### src/rtl/rf_seq_ctrl_if.sv
// rf_seq_ctrl_if: instruction/data memory handshake bus between the sequencer and memories
interface rf_seq_ctrl_if #(parameter int PC_W = 8);
  logic [15:0]     imem_rdata;
  logic            imem_valid;
  logic            dmem_valid;
  logic            imem_req;
  logic [PC_W-1:0] pc;
  logic            dmem_req;
  logic            dmem_we;
  modport master(input imem_rdata, imem_valid, dmem_valid, output imem_req, pc, dmem_req, dmem_we);
  modport slave(output imem_rdata, imem_valid, dmem_valid, input imem_req, pc, dmem_req, dmem_we);
endinterface

### src/rtl/rf_seq_ctrl.sv
// rf_seq_ctrl: multicycle fetch/decode/exec/mem/wb control FSM driving the 16x16 register file
module rf_seq_ctrl #(
  parameter int PC_W        = 8,
  parameter int MEM_TIMEOUT = 15
) (
  input  logic        clk,
  input  logic        reset,
  rf_seq_ctrl_if.master bus,
  output logic [3:0]  rf_read_add1,
  output logic [3:0]  rf_read_add2,
  output logic [3:0]  rf_write_add,
  output logic        rf_write_en,
  output logic        immediateC,
  output logic [2:0]  alu_op,
  output logic        wb_sel,
  output logic        halted,
  output logic        bus_err,
  output logic        illegal
);
  typedef enum logic [2:0] {FETCH, DECODE, EXEC, MEM, WB, HALT} state_t;
  state_t st, nx;
  logic [15:0] ir;
  logic [PC_W-1:0] pc_q;
  logic [7:0] cnt;
  logic [3:0] op;
  logic waiting, got, tmo, done, act;
  assign op = ir[15:12];
  always_comb begin
    waiting = st == FETCH || st == MEM;
    got     = st == FETCH ? bus.imem_valid : bus.dmem_valid;
    tmo     = waiting && !got && cnt == 8'(MEM_TIMEOUT - 1);
    illegal = st == DECODE && op inside {[4'hA:4'hE]};
    nx      = st;
    done    = 1'b0;
    case (st)
      FETCH:  nx = got ? DECODE : tmo ? HALT : FETCH;
      DECODE: begin
        done = op == 4'h0 || illegal;
        nx   = done ? FETCH : op == 4'hF ? HALT : EXEC;
      end
      EXEC:   nx = op inside {4'h8, 4'h9} ? MEM : WB;
      MEM: begin
        done = got && op == 4'h9;
        nx   = got ? (op == 4'h9 ? FETCH : WB) : tmo ? HALT : MEM;
      end
      WB: begin
        done = 1'b1;
        nx   = FETCH;
      end
      default: nx = HALT;
    endcase
  end
  always_ff @(posedge clk) begin
    if (!reset) begin
      st      <= FETCH;
      pc_q    <= '0;
      ir      <= '0;
      cnt     <= '0;
      bus_err <= 1'b0;
    end else begin
      st      <= nx;
      bus_err <= tmo;
      cnt     <= waiting && !got ? cnt + 8'd1 : 8'd0;
      if (done) pc_q <= pc_q + PC_W'(1);
      if (st == FETCH && got) ir <= bus.imem_rdata;
    end
  end
  // Register-file fields are held for the whole instruction so the negedge write sees stable inputs
  always_comb begin
    act          = st inside {DECODE, EXEC, MEM, WB};
    bus.imem_req = reset && st == FETCH;
    bus.pc       = pc_q;
    bus.dmem_req = st == MEM;
    bus.dmem_we  = st == MEM && op == 4'h9;
    rf_read_add1 = act ? ir[7:4] : 4'h0;
    rf_read_add2 = act ? ir[3:0] : 4'h0;
    rf_write_add = act ? ir[11:8] : 4'h0;
    rf_write_en  = st == WB;
    wb_sel       = st == WB && op == 4'h8;
    immediateC   = act && op inside {[4'h5:4'h7]};
    alu_op       = !act ? 3'd0 : (op == 4'h2 || op == 4'h6) ? 3'd1 : op == 4'h3 ? 3'd2 :
                   op == 4'h4 ? 3'd3 : op == 4'h7 ? 3'd4 : 3'd0;
    halted       = st == HALT;
  end
endmodule

### src/flat_wrapper.sv
// flat-port wrapper written by rule: the top's interface ports become plain ports
module rf_seq_ctrl_flat 
#(
  parameter int PC_W        = 8,
  parameter int MEM_TIMEOUT = 15
)
  (clk, reset, rf_read_add1, rf_read_add2, rf_write_add, rf_write_en, immediateC, alu_op, wb_sel, halted, bus_err, illegal, bus_imem_rdata, bus_imem_valid, bus_dmem_valid, bus_imem_req, bus_pc, bus_dmem_req, bus_dmem_we);
  rf_seq_ctrl_if #(.PC_W(PC_W)) bus_i ();
  input  logic clk;
  input  logic reset;
  output logic [3:0] rf_read_add1;
  output logic [3:0] rf_read_add2;
  output logic [3:0] rf_write_add;
  output logic rf_write_en;
  output logic immediateC;
  output logic [2:0] alu_op;
  output logic wb_sel;
  output logic halted;
  output logic bus_err;
  output logic illegal;
  input wire logic [$bits(bus_i.imem_rdata)-1:0] bus_imem_rdata;
  input wire logic [$bits(bus_i.imem_valid)-1:0] bus_imem_valid;
  input wire logic [$bits(bus_i.dmem_valid)-1:0] bus_dmem_valid;
  output wire logic [$bits(bus_i.imem_req)-1:0] bus_imem_req;
  output wire logic [$bits(bus_i.pc)-1:0] bus_pc;
  output wire logic [$bits(bus_i.dmem_req)-1:0] bus_dmem_req;
  output wire logic [$bits(bus_i.dmem_we)-1:0] bus_dmem_we;
  assign bus_i.imem_rdata = bus_imem_rdata;
  assign bus_i.imem_valid = bus_imem_valid;
  assign bus_i.dmem_valid = bus_dmem_valid;
  assign bus_imem_req = bus_i.imem_req;
  assign bus_pc = bus_i.pc;
  assign bus_dmem_req = bus_i.dmem_req;
  assign bus_dmem_we = bus_i.dmem_we;
  rf_seq_ctrl #(.PC_W(PC_W), .MEM_TIMEOUT(MEM_TIMEOUT)) u_core (.clk(clk), .reset(reset), .bus(bus_i), .rf_read_add1(rf_read_add1), .rf_read_add2(rf_read_add2), .rf_write_add(rf_write_add), .rf_write_en(rf_write_en), .immediateC(immediateC), .alu_op(alu_op), .wb_sel(wb_sel), .halted(halted), .bus_err(bus_err), .illegal(illegal));
endmodule
### config.mk
export PLATFORM = sky130hd
export DESIGN_NAME = rf_seq_ctrl_flat
export DESIGN_NICKNAME = d
export VERILOG_FILES = /design/src/rtl/rf_seq_ctrl_if.sv /design/src/rtl/rf_seq_ctrl.sv /design/src/flat_wrapper.sv
export SDC_FILE = /design/constraint.sdc
export NUM_CORES = 1
export LEC_CHECK = 0
export CAP_MARGIN = 0
export CORE_UTILIZATION = 52
export CTS_CLUSTER_DIAMETER = 150
export DETAILED_ROUTE_END_ITERATION = 7
export PLACE_DENSITY = 0.85
export SYNTH_ARGS = -nofsm -noshare
export SYNTH_HDL_FRONTEND = slang
export SYNTH_SLANG_ARGS = --single-unit
### constraint.sdc
create_clock -name clk -period 5.14 [get_ports clk]
set_input_delay 1.542 -clock clk [delete_from_list [all_inputs] [get_ports clk]]
set_output_delay 1.542 -clock clk [all_outputs]
set_load 0.03 [all_outputs]
-- After elaboration in Yosys (flattened, before gate mapping)
Cells that the tools add are included.
- add/subtract/negate cells: 2
- multiply operators: 0
- divide/modulo/power cells: 0
- $lt $le $gt $ge: 4
- eq/ne operators: 14
- shift operators: 0
- multiplexer cells: 19
- bitwise logic cells: 0
- reductions and logical operators: 20
- operator list (kind ; number):
    $mux W3 ; 13
    $add A8 B1 Y8 const B ; 2
    $pmux W3 S5 ; 1
    $eq A4 B3 Y1 const B ; 3
    $eq A4 B4 Y1 const B ; 3
    $mux W4 ; 3
    $logic_and A1 B1 Y1 ; 11
    $eq A4 B2 Y1 const B ; 2
    $eq A8 B4 Y1 const B ; 1
    $eq A3 B2 Y1 const B ; 2
    $eq A3 B3 Y1 const B ; 2
    $ge A4 B3 Y1 const B ; 1
    $ge A4 B4 Y1 const B ; 1
    $le A4 B3 Y1 const B ; 1
    $le A4 B4 Y1 const B ; 1
    $logic_not A4 Y1 ; 1
    $reduce_bool A4 Y1 ; 1
    $eq A3 B1 Y1 const B ; 1
    $logic_not A3 Y1 ; 1
    $logic_or A1 B1 Y1 ; 3
    $pmux W1 S3 ; 1
    $reduce_and A2 Y1 ; 1
    $reduce_bool A2 Y1 ; 1
    $logic_not A1 Y1 ; 1
    $mux W1 ; 1
- bits in registers: 36
- bits in latches: 0
- memory bits (writable): 0
- bits in read-only memories: 0
- input port bits: 20
- output and inout port bits: 32
- logic and storage cells: 64
- memories kept: 0

-- Longest topological paths before layout
- word-level depth: 8
- depth in mapped cells: 7

-- Worst setup path before layout
OpenSTA, ideal clock, no wires.
- kind: input-to-output
- from: input port reset
- to: output port bus_imem_req
- arrival: 2.297 ns
- required time: 3.598 ns
- setup slack: 1.301 ns
- stages on the path: 2
- cell sequence: nand2b_1 nor3_1
- longest elaborated chain between the ends: 1
- ends and longest elaborated chain (what ; line ; source):
    start, declared ; flat_wrapper.sv:10 ; input logic reset;
    $logic_and A1 B1 Y1 ; rf_seq_ctrl.sv:71 ; bus.imem_req = reset && st == FETCH;
    end, declared ; flat_wrapper.sv:24 ; output wire logic [$bits(bus_i.imem_req)-1:0] bus_imem_req;
Every way passes these cells.

-- Worst setup path after layout
- from: register u_core.st[1]
- to: output port rf_read_add1[0]
- longest elaborated chain between the ends: 3
- elaborated cells on any way between the ends: 6
- ends and longest elaborated chain (what ; line ; source):
    start, declared ; rf_seq_ctrl.sv:21 ; state_t st, nx;
    start signal, assigned ; rf_seq_ctrl.sv:61 ; st <= nx;
    $eq A3 B1 Y1, or another cell as far along ; rf_seq_ctrl.sv:70 ; act = st inside {DECODE, EXEC, MEM, WB};
    $reduce_bool A4 Y1 (*) ; rf_seq_ctrl.sv:70 ;
    $mux W4 (*) ; rf_seq_ctrl.sv:75 ; rf_read_add1 = act ? ir[7:4] : 4'h0;
    end, declared ; flat_wrapper.sv:11 ; output logic [3:0] rf_read_add1;
Every way passes the cells marked *; elsewhere a longest branch is shown, timed or not.

==> run summary <==
The worst pin sits at a relative slew slack of 48.8%. The number of distinct library cells after synthesis is 44. The buffer cell driving the clock tree root is sky130_fd_sc_hd__clkbuf_8. The top cell type's share of synthesized area is 36.3%. The maximum clock frequency is 235 MHz. The part of the cycle the worst path needs came out at 82.8%. The number of nets handed over by synthesis was 268. The remaining antenna violation count after routing came out at 0. CTS saw 36 sinks. The pin count of the biggest net entering global routing came out at 35.

During placement, the flow inserted port buffers numbering 51. The sequential cell area is 721 µm². The overall die area came out at 4070 µm². In this run the vertical extent of the chip is 63.8 µm. After clock tree synthesis, the clock-pin slew on the worst setup and hold paths is 0.07 ns. The total of endpoints with negative setup slack in the final report came out at 0. The final setup skew came out at 0.00522 ns. The final instance area came out at 2560 µm².

The multi-input logic area is 1160 µm². The Yosys step of the flow raised 0 warnings. The tightest min-delay check is of the reg -> reg type. The chip width is 63.8 µm. By area the synthesized netlist is led by sky130_fd_sc_hd__dfxtp_1 (36%), sky130_fd_sc_hd__nand2_1 (9.3%), sky130_fd_sc_hd__a21boi_0 (6.4%), sky130_fd_sc_hd__and2_1 (5.0%), sky130_fd_sc_hd__mux2i_1 (4.0%). The placement-stage cell area is 2470 µm². The sum of routed wire length over all layers is 4.22 mm. The cell area after synthesis is 1990 µm². The slew of the pin with the lowest slew margin is 0.762 ns.

The required time of the critical path is 3.60 ns. The worst path needs 4.26 ns of the cycle, external delays included. The number of hold-slack violations in the final timing report came to 0. The maximum ir drop on the vdd rail is 0.229 mV. The via count of the first global-routing pass is 1680. Global routing consumed, over all layers together, 22.7% of the routing resources. The first global-routing pass estimated 7.28 mm of wire. The clock tree synthesis step divided the H-tree into 2 levels. The cell count after synthesis came out at 245. The number of buffers inserted to repair setup after CTS is 0.

STA classifies the critical path startpoint as a register. The flow ran to the end, and the final reports show no timing, DRC or antenna violations. The number of buffers on the longest clock path came out at 2.

The number of buffers added by the clock tree synthesis step is 5. Traced cell by cell, the critical path runs through nor2_1 -> xnor2_1 -> and2_1 -> clkdlybuf4s50_1. After synthesis, flip-flops and latches occupy 36.3% of the total area. Compared with the post-synthesis result, the final layout area differs by 28.9%. The clock latency reported for the late side of the worst-skew pair is 0.29 ns. The total congestion overflow is 0.

The total inserted antenna cells is 0. The total negative slack for setup checks is 0 ns. The data arrival time of the worst path is 2.71 ns. The iteration count of the initial detailed-routing pass came out at 4.

The synthesized area divided by synthesized cell count came out at 8.10 µm². Setup repair after global routing left no endpoint under its margin. The worst setup path is captured at an output port. In this run the static leakage power is 0.925 nW.

The wire length per cell came out at 12.5 µm. The cell area power density came out at 239 nW/µm². The number of max-cap violations is 0. The number of antenna violations at the first check in global routing is 0. The largest total area in the synthesized netlist belongs to sky130_fd_sc_hd__dfxtp_1. The standard cell with the maximum stage delay on the critical path is sky130_fd_sc_hd__clkdlybuf4s50_1.

The routed via count divided by cell count is 5.30. The post-DP HPWL came out at 2.97 mm. The maximum cell stage delay along the critical path came out at 0.69 ns.

The DRC violation total after the first TritonRoute iteration is 88. The number of filler instances in the final layout is 305. The layout net count is 310. The critical path is of the reg -> out type. The post-cts repair resize count is 0.

TritonCTS built the clock tree. The maximum fanout along the worst path is 17. The number of vias in the routed layout is 1780. The DRC violations left came out at 0.

For this configuration, the core starts out at a cell density of 54.2%. Of the cells placed in the final design, the portion with a size suffix greater than 1 is 5.56%. Counting flops and latches in the post-synthesis netlist gives 36. The max-slew violation count is 0. In this run, post-CTS hold repair placed 0 buffers.

The floorplan has 22 rows. The weighted congestion at the end of routability-driven global placement is 0.801. 52 I/O pins were placed. The floorplan core area is 3660 µm².
final timing paths:
path | startpoint | endpoint | slack [ns] | depth (start not counted)
worst max register to register | u_core.ir[15]$_SDFFE_PN0P_ | u_core.bus.pc[7]$_SDFFE_PN0P_ | 3.10 | 4
worst max-delay path | u_core.st[1]$_SDFF_PN0_ | rf_read_add1[0] | 0.88 | 4
worst min-delay path | u_core.ir[7]$_SDFFE_PN0P_ | u_core.ir[7]$_SDFFE_PN0P_ | 0.46 | 2
worst min register to register | u_core.ir[7]$_SDFFE_PN0P_ | u_core.ir[7]$_SDFFE_PN0P_ | 0.46 | 2
worst max-delay path, delay by kind of cell (launching register included):
| family | cells | cell delay, ns |
|---|---|---|
| and+or+nand+nor | 2 | 0.43 |
| xor gates and xnor gates | 1 | 0.65 |
| DFF | 1 | 0.65 |
| buffers and inverters | 1 | 0.69 |
cell usage in the layout (no fill, tap or decap), types with 2 or more instances in the layout:
cell type / count
sky130_fd_sc_hd__nor2_1: 15
sky130_fd_sc_hd__buf_4: 2
sky130_fd_sc_hd__nand2b_1: 8
sky130_fd_sc_hd__clkdlybuf4s50_1: 50
sky130_fd_sc_hd__dfxtp_1: 36
sky130_fd_sc_hd__nor4b_1: 2
sky130_fd_sc_hd__nand3_1: 7
sky130_fd_sc_hd__a21boi_0: 17
sky130_fd_sc_hd__and2_1: 16
sky130_fd_sc_hd__o21ai_0: 4
sky130_fd_sc_hd__o22ai_1: 5
sky130_fd_sc_hd__and3_1: 2
sky130_fd_sc_hd__xnor2_1: 2
sky130_fd_sc_hd__ha_1: 3
sky130_fd_sc_hd__or3_1: 2
sky130_fd_sc_hd__nor3b_1: 5
sky130_fd_sc_hd__a31oi_1: 2
sky130_fd_sc_hd__a21oi_1: 3
sky130_fd_sc_hd__inv_1: 4
sky130_fd_sc_hd__nand4_1: 6
sky130_fd_sc_hd__nand2_1: 49
sky130_fd_sc_hd__mux2i_1: 8
sky130_fd_sc_hd__xor2_1: 8
sky130_fd_sc_hd__nor3_1: 6
sky130_fd_sc_hd__nor4_1: 2
sky130_fd_sc_hd__or2_2: 2
sky130_fd_sc_hd__clkbuf_1: 2
sky130_fd_sc_hd__clkbuf_8: 6
through the flow:
step           util, %  hold WS [ns]  instances  worst slack (ns)  power (W)
2_1_floorplan        -         0.439        245              1.30   0.000378
4_1_cts           69.9         0.462        336             0.864   0.000617
3_5_place_dp      67.4         0.453        328              1.09   0.000415
3_3_place_gp      67.4         0.445        328              1.11   0.000413
5_1_grt           69.9         0.484        336             0.676   0.000643
6_report          69.9         0.458        336             0.883   0.000612
cells in the mapped netlist, drive strengths merged:
library cell and instances:
a211oi 1, a21boi 17, a21oi 3, a311o 1
a311oi 1, a31oi 2, a41oi 1, and2 16
and3 2, and3b 2, and4 1, and4b 1
buf 9, clkbuf 7, dfxtp 36, dlygate4sd1 1
ha 3, inv 4, mux2i 8, nand2 49
nand2b 8, nand3 7, nand4 6, nor2 15
nor3 6, nor3b 5, nor4 2, nor4b 2
o21a 1, o21ai 4, o221a 1, o22a 1
o22ai 5, o32ai 1, or2 2, or3 2
or3b 1, or4 1, xnor2 2, xor2 8
state kept, by name, indices dropped and copies added, names as in the netlist:
| name | count |
|---|---|
| u_core.st | 3 |
| u_core.bus_err | 1 |
| u_core.bus.pc | 8 |
| u_core.cnt | 8 |
| u_core.ir | 16 |
where the power goes:
| part | switching, W | internal, W |
|---|---|---|
| Sequential | 0.0000161 | 0.000291 |
| Combinational | 0.0000554 | 0.0000461 |
| Clock | 0.0000942 | 0.000109 |
cell families after synthesis:
family          synth area share (%)
compound gates                  15.0
xor+xnor                        4.41
fa+ha+maj                       1.89
buf+inv                         5.42
flops                           36.3
mux                             4.03
simple gates                    33.0
cell type report:
type	instances	area share, %
inverter	4	0.587
sequential	36	28.2
multi-input combinational	188	45.2
timing repair buffer	52	20.1
tap	48	2.35
clock buffer	8	3.52
per-layer routing:
metal	routed length, µm	vias to the layer above	GRT usage (%)
li1	-	927	-
met1	1900	812	25.4
met2	2080	34	40.8
met3	172	7	5.89
met4	64	0	8.52
met5	0	-	0
(Power assumes the default switching activity.)
